**src/rtl/bp_be_pkg.sv**
```systemverilog
// rtl/bp_be_pkg.sv - shared backend types for the integer regfile writeback arbiter
package bp_be_pkg;

  typedef enum logic [0:0] {e_bp_inv_cfg} bp_params_e;

  function automatic int bp_dword_width(bp_params_e cfg);
    case (cfg)
      e_bp_inv_cfg: return 64;
      default:      return 64;
    endcase
  endfunction

  localparam int dword_width_gp = 64;

  typedef struct packed {
    logic                      rd_w_v;
    logic [4:0]                rd_addr;
    logic [dword_width_gp-1:0] rd_data;
  } bp_be_wb_pkt_s;

  typedef enum logic [1:0] {
    e_wb_src_none,
    e_wb_src_pipe,
    e_wb_src_ll,
    e_wb_src_cfg
  } bp_be_wb_src_e;

endpackage

```
**src/rtl/bp_be_wb_ll_fifo.sv**
```systemverilog
// rtl/bp_be_wb_ll_fifo.sv - circular FIFO for long-latency writebacks, entry array exposed
module bp_be_wb_ll_fifo
  import bp_be_pkg::*;
#(
  parameter int els_p = 2
) (
  input  logic          clk_i,
  input  logic          reset_i,
  input  bp_be_wb_pkt_s data_i,
  input  logic          v_i,
  output logic          ready_o,
  output bp_be_wb_pkt_s data_o,
  output logic          v_o,
  input  logic          yumi_i,
  output bp_be_wb_pkt_s mem_o [els_p],
  output logic [els_p-1:0] mem_v_o
);

  localparam int ptr_w_lp = (els_p > 1) ? $clog2(els_p) : 1;
  localparam int cnt_w_lp = $clog2(els_p + 1);

  logic [ptr_w_lp-1:0] rptr_q, wptr_q;
  logic [cnt_w_lp-1:0] cnt_q;
  bp_be_wb_pkt_s       mem_q [els_p];
  logic                full, empty, enq, deq;

  assign full    = (cnt_q == cnt_w_lp'(els_p));
  assign empty   = (cnt_q == '0);
  assign enq     = v_i & ~full;
  assign deq     = yumi_i & ~empty;
  assign ready_o = ~full;
  assign v_o     = ~empty;
  assign data_o  = mem_q[rptr_q];
  assign mem_o   = mem_q;

  function automatic logic [ptr_w_lp-1:0] ptr_inc(input logic [ptr_w_lp-1:0] p);
    return (p == ptr_w_lp'(els_p - 1)) ? '0 : p + 1'b1;
  endfunction

  always_ff @(posedge clk_i or posedge reset_i) begin
    if (reset_i) begin
      rptr_q <= '0;
      wptr_q <= '0;
      cnt_q  <= '0;
      for (int i = 0; i < els_p; i++) mem_q[i] <= '0;
    end else begin
      if (enq) begin
        mem_q[wptr_q] <= data_i;
        wptr_q        <= ptr_inc(wptr_q);
      end
      if (deq) rptr_q <= ptr_inc(rptr_q);
      case ({enq, deq})
        2'b10:   cnt_q <= cnt_q + 1'b1;
        2'b01:   cnt_q <= cnt_q - 1'b1;
        default: cnt_q <= cnt_q;
      endcase
    end
  end

  // Slot i is live when its distance from the read pointer is below the occupancy.
  always_comb begin
    mem_v_o = '0;
    for (int i = 0; i < els_p; i++)
      mem_v_o[i] = (((i + els_p - int'(rptr_q)) % els_p) < int'(cnt_q));
  end

endmodule

```
**src/rtl/bp_be_irf_wb_arbiter.sv**
```systemverilog
// rtl/bp_be_irf_wb_arbiter.sv - arbitrates pipe, long-latency and cfg writes onto the regfile port
module bp_be_irf_wb_arbiter
  import bp_be_pkg::*;
#(
  parameter bp_params_e bp_params_p    = e_bp_inv_cfg,
  parameter int         ll_fifo_els_p  = 2,
  parameter int         starve_limit_p = 4,
  localparam int        dword_width_p  = bp_dword_width(bp_params_p)
) (
  input  logic                     clk_i,
  input  logic                     reset_i,
  input  bp_be_wb_pkt_s            pipe_wb_pkt_i,
  input  bp_be_wb_pkt_s            ll_wb_pkt_i,
  input  logic                     ll_wb_v_i,
  output logic                     ll_wb_ready_o,
  input  logic                     cfg_w_v_i,
  input  logic [4:0]               cfg_w_addr_i,
  input  logic [dword_width_p-1:0] cfg_w_data_i,
  output logic                     cfg_w_yumi_o,
  output bp_be_wb_pkt_s            wb_pkt_o,
  output logic [31:0]              pending_rd_o,
  output logic                     stall_dispatch_o
);

  localparam int starve_w_lp = $clog2(starve_limit_p + 1);

  bp_be_wb_pkt_s              head, fifo_mem [ll_fifo_els_p];
  logic [ll_fifo_els_p-1:0]   fifo_mem_v;
  logic                       head_v, pipe_v;
  bp_be_wb_src_e              src;
  logic [starve_w_lp-1:0]     starve_q, starve_d;
  logic                       stall_q;

  bp_be_wb_ll_fifo #(.els_p(ll_fifo_els_p)) ll_fifo (
    .clk_i   (clk_i),
    .reset_i (reset_i),
    .data_i  (ll_wb_pkt_i),
    .v_i     (ll_wb_v_i),
    .ready_o (ll_wb_ready_o),
    .data_o  (head),
    .v_o     (head_v),
    .yumi_i  (src == e_wb_src_ll),
    .mem_o   (fifo_mem),
    .mem_v_o (fifo_mem_v)
  );

  assign pipe_v = pipe_wb_pkt_i.rd_w_v;

  always_comb begin
    src = e_wb_src_none;
    if (!reset_i) begin
      if (pipe_v)         src = e_wb_src_pipe;
      else if (head_v)    src = e_wb_src_ll;
      else if (cfg_w_v_i) src = e_wb_src_cfg;
    end
  end

  assign cfg_w_yumi_o = (src == e_wb_src_cfg);

  // x0 writes are still consumed; only the regfile write enable is suppressed.
  always_comb begin
    wb_pkt_o = '0;
    case (src)
      e_wb_src_pipe: wb_pkt_o = '{rd_w_v: pipe_wb_pkt_i.rd_addr != 5'd0,
                                  rd_addr: pipe_wb_pkt_i.rd_addr, rd_data: pipe_wb_pkt_i.rd_data};
      e_wb_src_ll:   wb_pkt_o = '{rd_w_v: head.rd_w_v & (head.rd_addr != 5'd0),
                                  rd_addr: head.rd_addr, rd_data: head.rd_data};
      e_wb_src_cfg:  wb_pkt_o = '{rd_w_v: cfg_w_addr_i != 5'd0,
                                  rd_addr: cfg_w_addr_i, rd_data: cfg_w_data_i};
      default:       wb_pkt_o = '0;
    endcase
  end

  always_comb begin
    pending_rd_o = '0;
    for (int i = 0; i < ll_fifo_els_p; i++)
      if (fifo_mem_v[i] && fifo_mem[i].rd_w_v) pending_rd_o[fifo_mem[i].rd_addr] = 1'b1;
    pending_rd_o[0] = 1'b0;
  end

  // Any cycle the head is not blocked by the pipe it is either granted or absent.
  always_comb begin
    starve_d = '0;
    if (head_v && pipe_v)
      starve_d = (starve_q == starve_w_lp'(starve_limit_p)) ? starve_q : starve_q + 1'b1;
  end

  always_ff @(posedge clk_i or posedge reset_i) begin
    if (reset_i) begin
      starve_q <= '0;
      stall_q  <= 1'b0;
    end else begin
      starve_q <= starve_d;
      stall_q  <= (starve_d >= starve_w_lp'(starve_limit_p));
    end
  end

  assign stall_dispatch_o = stall_q;

endmodule
```
**config.mk**
```make
export PLATFORM = sky130hd
export DESIGN_NAME = bp_be_irf_wb_arbiter
export DESIGN_NICKNAME = d
export VERILOG_FILES = /design/src/rtl/bp_be_pkg.sv /design/src/rtl/bp_be_wb_ll_fifo.sv /design/src/rtl/bp_be_irf_wb_arbiter.sv
export SDC_FILE = /design/constraint.sdc
export NUM_CORES = 1
export LEC_CHECK = 0
export BUFFER_PORTS_ARGS = -buffer_cell sky130_fd_sc_hd__buf_2
export CORE_MARGIN = 10
export CORE_UTILIZATION = 45
export CTS_BUF_LIST = sky130_fd_sc_hd__clkbuf_4
export DETAILED_ROUTE_END_ITERATION = 8
export GPL_TIMING_DRIVEN = 0
export PLACE_DENSITY = 0.85
export SKIP_LAST_GASP = 1
export SYNTH_ARGS = -nofsm -noshare
export SYNTH_HDL_FRONTEND = slang
export SYNTH_SLANG_ARGS = --single-unit
```
**constraint.sdc**
```tcl
create_clock -name clk_i -period 4 [get_ports clk_i]
set_input_delay 0.4 -clock clk_i [delete_from_list [all_inputs] [get_ports clk_i]]
set_output_delay 0.4 -clock clk_i [all_outputs]
set_load 0.03 [all_outputs]
```
==> results.cfg <==
[synthesis]
synth_seq_area_share_pct = 46.6
yosys.area.top_type = dfrtp_1
synthesis.area_um2 = 7890
ys.flop_type = dfrtp_1
synth_cell_types = 35
synth.avg_cell_area_um2 = 12.0
syn-num-nets = 874
synth_edf_count = 0
synthArstFlopShare_pct = 100
syn_inst = 658
synth_warnings = 0
ys_top_cells_by_area = dfrtp_1, mux2_2, mux2i_1, a221o_1, nor2_1
ys_ff_latch = 147
yosysTopAreaCellShare_pct = 46.6
synthMostInstantiatedCell = dfrtp_1
netlist_top_cells_count = dfrtp_1, mux2_2, nor2_1, mux2i_1, a221o_1

[cells_and_area]
syn_to_final_growth_pct = 28.4
finalNetCount = 1213
drive_above_1_share_pct = 52.7
postLayoutCoreUtil_pct = 58.8

[sta]
finalSetupViolCount = 0
fin_crit_ns = 3.42
rsz0062_at_grt = no
relSlewSlack_pct = 37.3
hold_violations = 0
fmax_mhz = 292
worst_slew_pin_slew_ns = 0.941
skew_ns = 0.0209
fin_crit_sh_pct = 85.6
setup_tns_ns = 0
drv_slew = 0

[critical_path]
worstRegToRegCells = 7
crit_arrival_ns = 3.02
path_max_fanout = 10
crit_type = primary input to primary output
cp-start-kind = primary input
reg2reg_slack_ns = 1.81
worstPathRequired_ns = 3.60
endpoint_kind = primary output

[detailed_routing]
wl_um = 27000
firstDrtPassIters = 5
viasPerCell = 5.58
vias = 6911
wl_per_cell_um = 21.8
drt_first_iter_violations = 293
drc = 0
antenna_left = 0

[die]
std_cell_rows = 48
initial_core_util_pct = 45.8
die_width_um = 152
io_pins = 318
floorplan.core_area_um2 = 17200
die-area_um2 = 23200
dieHeight_um = 152

[global_route]
grt_use_total_pct = 22.3
grt_start_max_net_pins = 43
antenna_found_initial = 7
overflow = 0
grt_pass1_vias = 7594
grt_pass1_wl_um = 41400

[hold_path]
hold_depth = 2
min_path_type = primary input to register

[clocking]
path_clk_slew_ns = 0.13
cts_tree = yes
clock_latency_ns = 0.55
ctsLongestPathBuffers = 2
cts_htree_levels = 4
clock-sinks = 147
numCtsBuffers = 17
clockRootBuffer = clkbuf_4
postCtsSetupRepairBufs = 0

[pwr]
p_leak_nw = 4.98
ir_drop_mv = 0.304
powerDensity_nw_per_um2 = 729

[job]
max_cap_violations = 0

[placement]
gp_congestion = 0.938
place_hpwl_um = 21200
io_buffers = 316

[outcome]
status = completed
## registers in the layout (all words and copies together), names as in the netlist
name and flops:
ll_fifo.cnt_q 2, ll_fifo.mem_o 140, ll_fifo.rptr_q 1, ll_fifo.wptr_q 1, stall_dispatch_o 1, starve_q 2
## routing by layer
metal  vias to the layer above  GRT usage (%)  wire length (um)
met5                         -              0                42
met4                         6           9.22               809
met3                        55           7.65              2320
met2                       322           37.3             13200
met1                      3375           25.7             10700
li1                       3153              -                 -
## repair_timing
action / in CTS / in global routing
endpoints found under the setup margin: 0 / 0
endpoints found under the hold margin: 18 / 0
resized for setup: 0 / 0
hold buffers: 1 / 0
## through the flow
step | instances | total power, mW | hold WS [ns] | setup WS [ns] | instance area, um2
global route | 1237 | 7.86 | 0.0244 | 0.502 | 10100
global placement | 1199 | 6.31 | 0.467 | 0.836 | 9760
CTS | 1234 | 7.44 | 0.0298 | 0.650 | 10100
finish | 1238 | 7.39 | 0.0711 | 0.578 | 10100
detailed placement | 1202 | 6.47 | 0.477 | 1.21 | 9820
floorplan | 658 | 5.44 | 0.457 | 1.60 | 7900
## logic make-up after synthesis
group / share of synthesized area, %
mux: 28.9
buf+inv: 4.34
flops: 46.6
other cells: 0.0475
simple gates: 7.04
xor+xnor: 0.666
compound gates: 12.0
fa+ha+maj: 0.476
## path summary, 6_finish.rpt
check                                                   start                        endpoint
worst max-delay path                                  reset_i                    wb_pkt_o[69]
worst min-delay path                          ll_wb_pkt_i[68]  ll_fifo.mem_o[138]$_DFFE_PP0P_
worst max register to register   ll_fifo.cnt_q[1]$_DFFE_PP0P_    ll_fifo.cnt_q[1]$_DFFE_PP0P_
worst min register to register  ll_fifo.mem_o[93]$_DFFE_PP0P_   ll_fifo.mem_o[93]$_DFFE_PP0P_
max in group asynchronous                             reset_i   ll_fifo.mem_o[28]$_DFFE_PP0P_
min in group asynchronous                             reset_i  ll_fifo.mem_o[138]$_DFFE_PP0P_
## critical path, stage by stage
cell and delay [ns]:
dlygate4sd3_1 0.54, buf_2 0.15, nor2b_1 0.10, clkbuf_1 0.37, clkbuf_1 0.70, o21ai_0 0.18, o311ai_0 0.24, buf_2 0.33
## placed cells by master (no fill, tap or decap), drive strengths merged, types with 4 or more instances in the layout
master,Yosys,routed
buf,42,361
dfrtp,147,147
mux2,140,140
nor2,83,83
mux2i,70,70
a221o,69,69
clkbuf,15,33
o22ai,31,31
nand3b,8,8
nand2,8,8
clkinv,0,7
nand3,5,5
xnor2,5,5
inv,5,5
o21ai,5,5
diode,0,4
or3b,4,4
## area by class of cell
class	instances	area [um2]
plain buffers	57	324
repair buffers	320	1650
diodes	4	10.0
clock buffers	18	135
multi-input cells	449	3870
flip-flops and latches	147	3680
inverters	5	22.5
fillers	1475	7100
well taps	225	282
clock inverters	13	161
## report_power, final
| part | internal, mW | switching [mW] | total [mW] | leakage, nW |
|---|---|---|---|---|
| Combinational | 1.73 | 2.04 | 3.77 | 3.09 |
| Sequential | 2.24 | 0.397 | 2.64 | 1.73 |
| Clock | 0.437 | 0.543 | 0.979 | 0.154 |
| Total | 4.41 | 2.98 | 7.39 | 4.98 |
No activity file was read; power rests on OpenSTA's default activity.
